`config.mk`:
```
export PLATFORM = sky130hd
export DESIGN_NAME = od_stereo_scheduler
export DESIGN_NICKNAME = d
export VERILOG_FILES = /design/src/rtl/od_sched_pkg.sv /design/src/rtl/od_stereo_scheduler.sv
export SDC_FILE = /design/constraint.sdc
export NUM_CORES = 1
export LEC_CHECK = 0
export ABC_AREA = 1
export CORE_MARGIN = 4
export CORE_UTILIZATION = 48
export CTS_BUF_LIST = sky130_fd_sc_hd__clkbuf_8
export DETAILED_ROUTE_END_ITERATION = 8
export PLACE_DENSITY_LB_ADDON = 0.12
export SYNTH_ARGS = -nofsm -noshare
export SYNTH_HDL_FRONTEND = slang
export SYNTH_SLANG_ARGS = --single-unit
```
`constraint.sdc`:
```
create_clock -name CLK -period 3.46 [get_ports CLK]
set_input_delay 0.346 -clock CLK [delete_from_list [all_inputs] [get_ports CLK]]
set_output_delay 0.346 -clock CLK [all_outputs]
set_load 0.02 [all_outputs]
```
`src/rtl/od_sched_pkg.sv`:
```
// Shared types and defaults for the stereo overdrive scheduler.
package od_sched_pkg;

  typedef enum logic [1:0] {IDLE, L_SETTLE, R_SETTLE} od_sched_state_t;

  localparam int SAMPLE_W_DEFAULT = 16;

  typedef logic signed [15:0] sample_t;

endpackage

```
`src/rtl/od_stereo_scheduler.sv`:
```
// Time-multiplexes one shared overdrive datapath across the left and right
// channels of a stereo frame, with effect settings frozen per frame.
module od_stereo_scheduler
  import od_sched_pkg::*;
#(
  parameter int SAMPLE_W      = SAMPLE_W_DEFAULT,
  parameter int SETTLE_CYCLES = 2
) (
  input  logic                CLK,
  input  logic                Reset,
  input  logic                in_valid,
  input  logic [SAMPLE_W-1:0] in_left,
  input  logic [SAMPLE_W-1:0] in_right,
  input  logic                gain_req,
  input  logic                bypass_req,
  input  logic                overrun_clr,
  output logic [SAMPLE_W-1:0] od_input_frame,
  output logic                od_gain,
  input  logic [SAMPLE_W-1:0] od_output_frame,
  output logic                out_valid,
  output logic [SAMPLE_W-1:0] out_left,
  output logic [SAMPLE_W-1:0] out_right,
  output logic                busy,
  output logic                overrun
);

  localparam logic [3:0] CNT_RELOAD = 4'(SETTLE_CYCLES - 1);

  od_sched_state_t     state_q, state_d;
  logic [3:0]          cnt_q, cnt_d;
  logic [SAMPLE_W-1:0] od_input_q, od_input_d;
  logic                od_gain_q, od_gain_d;
  logic [SAMPLE_W-1:0] right_sh_q, right_sh_d;
  logic [SAMPLE_W-1:0] left_res_q, left_res_d;
  logic [SAMPLE_W-1:0] out_left_q, out_left_d;
  logic [SAMPLE_W-1:0] out_right_q, out_right_d;
  logic                out_valid_q, out_valid_d;
  logic                overrun_q, overrun_d;

  always_comb begin
    // NOTE: every _d gets a default before any branch so no path leaves it
    // unassigned; otherwise synthesis would infer a latch.
    state_d     = state_q;
    cnt_d       = cnt_q;
    od_input_d  = od_input_q;
    od_gain_d   = od_gain_q;
    right_sh_d  = right_sh_q;
    left_res_d  = left_res_q;
    out_left_d  = out_left_q;
    out_right_d = out_right_q;
    out_valid_d = 1'b0;
    overrun_d   = overrun_q;

    case (state_q)
      IDLE: begin
        if (in_valid) begin
          right_sh_d = in_right;
          if (bypass_req) begin
            // Bypass frames never touch the shared datapath.
            out_left_d  = in_left;
            out_right_d = in_right;
            out_valid_d = 1'b1;
          end else begin
            od_input_d = in_left;
            od_gain_d  = gain_req;
            cnt_d      = CNT_RELOAD;
            state_d    = L_SETTLE;
          end
        end
      end
      L_SETTLE: begin
        if (cnt_q != 4'd0) begin
          cnt_d = cnt_q - 4'd1;
        end else begin
          left_res_d = od_output_frame;
          od_input_d = right_sh_q;
          cnt_d      = CNT_RELOAD;
          state_d    = R_SETTLE;
        end
      end
      R_SETTLE: begin
        if (cnt_q != 4'd0) begin
          cnt_d = cnt_q - 4'd1;
        end else begin
          out_left_d  = left_res_q;
          out_right_d = od_output_frame;
          out_valid_d = 1'b1;
          state_d     = IDLE;
        end
      end
      default: state_d = IDLE;
    endcase

    // A fresh overrun outranks a simultaneous clear.
    if (in_valid && (state_q != IDLE)) begin
      overrun_d = 1'b1;
    end else if (overrun_clr) begin
      overrun_d = 1'b0;
    end
  end

  // NOTE: state is updated with non-blocking assignments so every flop
  // samples the pre-edge value of every other flop, matching hardware.
  always_ff @(posedge CLK or posedge Reset) begin
    if (Reset) begin
      state_q     <= IDLE;
      cnt_q       <= '0;
      od_input_q  <= '0;
      od_gain_q   <= 1'b0;
      right_sh_q  <= '0;
      left_res_q  <= '0;
      out_left_q  <= '0;
      out_right_q <= '0;
      out_valid_q <= 1'b0;
      overrun_q   <= 1'b0;
    end else begin
      state_q     <= state_d;
      cnt_q       <= cnt_d;
      od_input_q  <= od_input_d;
      od_gain_q   <= od_gain_d;
      right_sh_q  <= right_sh_d;
      left_res_q  <= left_res_d;
      out_left_q  <= out_left_d;
      out_right_q <= out_right_d;
      out_valid_q <= out_valid_d;
      overrun_q   <= overrun_d;
    end
  end

  assign od_input_frame = od_input_q;
  assign od_gain        = od_gain_q;
  assign out_valid      = out_valid_q;
  assign out_left       = out_left_q;
  assign out_right      = out_right_q;
  assign busy           = (state_q != IDLE);
  assign overrun        = overrun_q;

endmodule
```
==> results.toml, run 1 <==
[floorplan]
start_util_pct = 49.1
io-pin-count = 106
rows = 34
core_area_sq_mm = 0.00864
fp.dieH_um = 102
die_w_um = 102
dieArea_sq_mm = 0.0104

[finish]
syn_to_final_growth_pct = 29.0
final_core_util_pct = 63.3
nets = 651
drive_above_1_share_pct = 8.89
antenna_cells = 0
finalNonFillerCells = 704

[grt]
antenna_found_initial = 0
grt_overflow_total = 0
grt_pass1_wl_mm = 16.6
grt_max_degree = 65
grt_pass1_vias = 3386
track_usage_pct = 20.2

[worst_setup_path]
cp.required_ns = 3.11
critical_path_arrival_ns = 1.96
crit_top_cell = "inv_1"
crit_path_max_incr_delay_ns = 0.64
critPathKind = "flip-flop to primary output"
start_kind = "flip-flop"
slowest_stage = "clkdlybuf4s50_1"
worstPathMaxFanout = 4
crit_chain = "inv_1, ha_1, inv_1, clkdlybuf4s50_1"
end_kind = "primary output"

[sta]
tns_ns = 0
setup_viol = 0
period_needed_ns = 2.30
max_freq_ghz = 0.434
hold_viol = 0
drv_slew = 0
tightest_slew_ns = 0.776
slew_headroom_pct = 48.3
clock_skew_ns = 0.00876
rsz0062_at_grt = "false"
fin_crit_sh_pct = 66.5

[synth]
yosysSeqAreaShare_pct = 52.6
avgSynthCellArea_sq_um = 8.56
synthTopCellsByArea = "dfrtp_1 (53%), nand2_1 (19%), o21ai_0 (5.6%)"
ys_types = 25
synth_top_area_cell = "dfrtp_1"
synth_cells = 495
synth.ff_latch_count = 89
synth_area_sq_mm = 0.00424
yosysMostFrequentCell = "nand2_1"
ys_top_cells_by_count = "nand2_1 (211), dfrtp_1 (89), o21ai_0 (47)"
synth.net_count = 555
synth_top_area_share_pct = 52.6
synthArstFlopShare_pct = 100
synth-main-ff-cell = "dfrtp_1"
synth_edf_count = 0
yosysWarningCount = 0

[placement]
dpl.hpwl_mm = 7.44
place_congestion = 0.837
portBuffers = 105
dp_cells = 688

[routing]
ant_nets = 0
num_vias = 3513
wl_per_cell_um = 14.4
vias_per_cell = 4.99
routed_wl_mm = 10.1
route.detailed.drc = 0
drtPass1Iterations = 5
drtIter0Drc = 143

[outcome]
status = "finished, final reports clean"

[pwr]
powerDensity_mw_per_mm2 = 953
ir_drop_mv = 0.403
leakage_nw = 2.67

[clock_tree]
cts_setup_buffers = 0
cts.sinks = 89
cts_root_buffer = "clkbuf_8"
cts_buffer_depth = 2
clk_latency_ns = 0.35
cts_buffers = 9
htree_num_levels = 3
cts_tree = "done"
ctsResizeCount = 0
path_clk_slew_ns = 0.09
hold_buffers = 0

[flow_run]
max_cap_viol_count = 0

[min_path]
hold_class = "primary input to asynchronous set/reset pin"
==> report_power, final <==
part | total [mW] | switching, mW | internal (mW) | leakage, nW
Combinational | 2.73 | 1.64 | 1.09 | 1.47
Sequential | 1.82 | 0.277 | 1.54 | 1.11
Clock | 0.657 | 0.389 | 0.269 | 0.0915
Total | 5.21 | 2.31 | 2.90 | 2.67
==> state kept, by name, summed over array words and instances, names as in the netlist <==
| signal | flops |
|---|---|
| od_input_frame | 16 |
| od_gain | 1 |
| state_q | 2 |
| out_left | 16 |
| cnt_q | 4 |
| left_res_q | 16 |
| right_sh_q | 16 |
| out_valid | 1 |
| overrun | 1 |
| out_right | 16 |
==> routing by layer <==
| layer | global-route usage, % | part of all wire, % |
|---|---|---|
| met1 | 30.7 | 49 |
| met4 | 5.75 | 1.0 |
| met3 | 3.21 | 5.8 |
| met5 | 0 | 0 |
| met2 | 30.1 | 44 |
==> area by class of cell <==
type,count,area [sq um]
repair buffers,110,1090
fillers,750,3170
flip-flops and latches,89,2230
clock buffers,9,124
clock inverters,7,55.1
multi-input cells,344,1700
well taps,108,135
inverters,37,140
==> layout by cell type (no fill, tap or decap), types with 2 or more instances in the layout <==
| master | n |
|---|---|
| ha_1 | 5 |
| o21ai_1 | 11 |
| nor2_1 | 4 |
| nand2_4 | 2 |
| inv_1 | 34 |
| buf_4 | 5 |
| clkinv_4 | 2 |
| nand2_1 | 211 |
| clkbuf_8 | 9 |
| mux2i_1 | 12 |
| o21ai_0 | 47 |
| clkinv_2 | 3 |
| clkdlybuf4s50_1 | 105 |
| o21ai_2 | 21 |
| dfrtp_1 | 89 |
| a21oi_1 | 2 |
| nand3_1 | 21 |
==> stage by stage <==
stage	hold WS (ns)	setup slack, ns	area (sq um)	power, mW
5_1_grt	0.361	1.08	5470	5.65
3_5_place_dp	0.459	1.28	5290	4.58
2_1_floorplan	0.448	0.807	4240	3.67
3_3_place_gp	0.453	1.36	5290	4.50
6_report	0.315	1.16	5470	5.21
4_1_cts	0.332	1.15	5470	5.25
==> cell families (layout without fill, tap and decap cells) <==
| logic type | after synthesis | count (layout) | share of synthesized area (%) |
|---|---|---|---|
| compound gates | 83 | 83 | 12.1 |
| simple gates | 243 | 243 | 23.3 |
| fa+ha+maj | 6 | 6 | 1.77 |
| mux | 12 | 12 | 2.83 |
| buf+inv | 62 | 163 | 7.47 |
| flops | 89 | 89 | 52.6 |
==> final timing paths <==
check / depth (start not counted) / endpoint / slack [ns] / startpoint
setup / recovery: 4 / busy / 1.16 / state_q[0]
hold / removal: 2 / out_right[14] / 0.32 / Reset
setup reg to reg: 7 / out_left[7] / 1.27 / state_q[0]
hold reg to reg: 2 / od_input_frame[11] / 0.48 / od_input_frame[11]
max in group asynchronous: 3 / right_sh_q[3] / 2.34 / Reset
min in group CLK: 2 / od_input_frame[11] / 0.48 / od_input_frame[11]
==> critical path, delay by kind of cell (launching register included) <==
| kind | cells | cell delay, ns |
|---|---|---|
| buffers and inverters | 3 | 0.93 |
| flip-flops | 1 | 0.42 |
| adder cells (fa/ha/maj) | 1 | 0.27 |
(Power assumes the default switching activity.)
==> run 2, diff against run 1 <==
- CORE_UTILIZATION: 48 -> 46
- clock period: 3.46 -> 1.9 ns (I/O delays scaled with it)
==> results.toml, run 2 (synthesized netlist as in run 1, its figures left out) <==
[placement]
dpl.hpwl_mm = 7.83
place_ws_ns = 0.165
postPlaceCellArea_sq_mm = 0.00542
place_congestion = 0.858
portBuffers = 105

[floorplan]
rows = 34
dieArea_sq_mm = 0.0108
start_util_pct = 47.9
core_area_sq_mm = 0.00885
io-pin-count = 106
die_w_um = 104
fp.dieH_um = 104

[sta]
hold_viol = 0
max_freq_ghz = 0.552
tightest_slew_ns = 0.415
period_needed_ns = 1.81
clock_skew_ns = 0.00759
fin_ws_ns = 0.0892
slew_headroom_pct = 72.3
fin_crit_sh_pct = 95.3
drv_slew = 0
tns_ns = 0
rsz0062_at_grt = "false"
setup_viol = 0

[worst_setup_path]
critical_path_arrival_ns = 1.62
ff2ff_setup_slack_ns = 0.17
cp.required_ns = 1.71
end_kind = "primary output"
worstPathMaxFanout = 4
crit_path_max_incr_delay_ns = 0.41
crit_top_cell = "inv_1"
start_kind = "flip-flop"
critPathKind = "flip-flop to primary output"
slowest_stage = "dfrtp_1"
crit_chain = "inv_1, ha_1, inv_1, clkdlybuf4s15_1"

[grt]
grt_pass1_vias = 3452
grt_overflow_total = 0
grt_pass1_wl_mm = 17.0
grt_max_degree = 49
antenna_found_initial = 0
track_usage_pct = 19.5

[clock_tree]
cts.sinks = 89
path_clk_slew_ns = 0.09
htree_num_levels = 3
clk_latency_ns = 0.36
cts_buffers = 9
cts_tree = "done"
cts_root_buffer = "clkbuf_8"
cts_buffer_depth = 2

[flow_run]
max_cap_viol_count = 0

[routing]
route.detailed.drc = 0
num_vias = 3524
ant_nets = 0
drtIter0Drc = 173
routed_wl_mm = 10.4
drtPass1Iterations = 4
vias_per_cell = 4.93
wl_per_cell_um = 14.6

[finish]
postLayoutCellArea_sq_mm = 0.00564
final_cell_mix = "nand2_1 (211), clkdlybuf4s50_1 (104), dfrtp_1 (89)"
antenna_cells = 0
nets = 662
final_common_cell = "nand2_1"
syn_to_final_growth_pct = 33.2
drive_above_1_share_pct = 10.4

[pwr]
leakage_nw = 2.75
ir_drop_mv = 0.696
powerDensity_mw_per_mm2 = 1750

[outcome]
status = "finished, final reports clean"

[min_path]
hold_class = "primary input to asynchronous set/reset pin"
run 2: final cells by class:
class | instances | area, sq um
Clock inverter | 7 | 96.3
Timing Repair Buffer | 121 | 1220
Multi-Input combinational cell | 344 | 1700
Sequential cell | 89 | 2230
Fill cell | 816 | 3210
Tap cell | 108 | 135
Clock buffer | 9 | 124
Inverter | 37 | 143
run 2: worst paths after layout:
| check | start | end | depth (start not counted) |
|---|---|---|---|
| worst max-delay path | state_q[0] | busy | 4 |
| worst min-delay path | Reset | out_right[15] | 2 |
| worst max register to register | state_q[1] | od_input_frame[4] | 7 |
| worst min register to register | od_input_frame[14] | od_input_frame[14] | 2 |
| max in group asynchronous | Reset | out_left[8] | 4 |
| min in group CLK | in_right[8] | right_sh_q[8] | 3 |
run 2: through the flow:
step	power, mW	instances	util (%)	hold slack, ns
after detailed placement	8.51	699	61.3	0.458
final	9.87	715	63.8	0.178
after floorplan	6.69	495	-	0.297
after global routing	10.6	715	63.8	0.197
after global placement	8.39	699	61.3	0.455
after CTS	9.96	715	63.8	0.180
run 2: worst max-delay path, delay by kind of cell, from the launching register on:
kind / cells / cell delay [ns]
DFF: 1 / 0.41
adders and majority gates: 1 / 0.25
buffers and inverters: 3 / 0.60
run 2: what timing repair did:
action                                  CTS  global route
endpoints found under the setup margin    1             1
resized for setup                         1             1
hold buffers                              0             0
setup buffers                             0             0
run 2: per-layer routing:
layer	vias to the layer above	GRT usage, %	part of all wire (%)
li1	1776	-	-
met1	1648	27.3	46
met2	93	29.8	46
met3	7	4.78	7.2
met4	0	6.27	0.93
met5	-	0	0
run 2: where the power goes:
group          switching, mW  leakage, nW  total [mW]  internal [mW]
Clock                  0.687        0.107        1.43          0.740
Combinational           3.01         1.53        5.13           2.12
Sequential             0.503         1.11        3.32           2.81
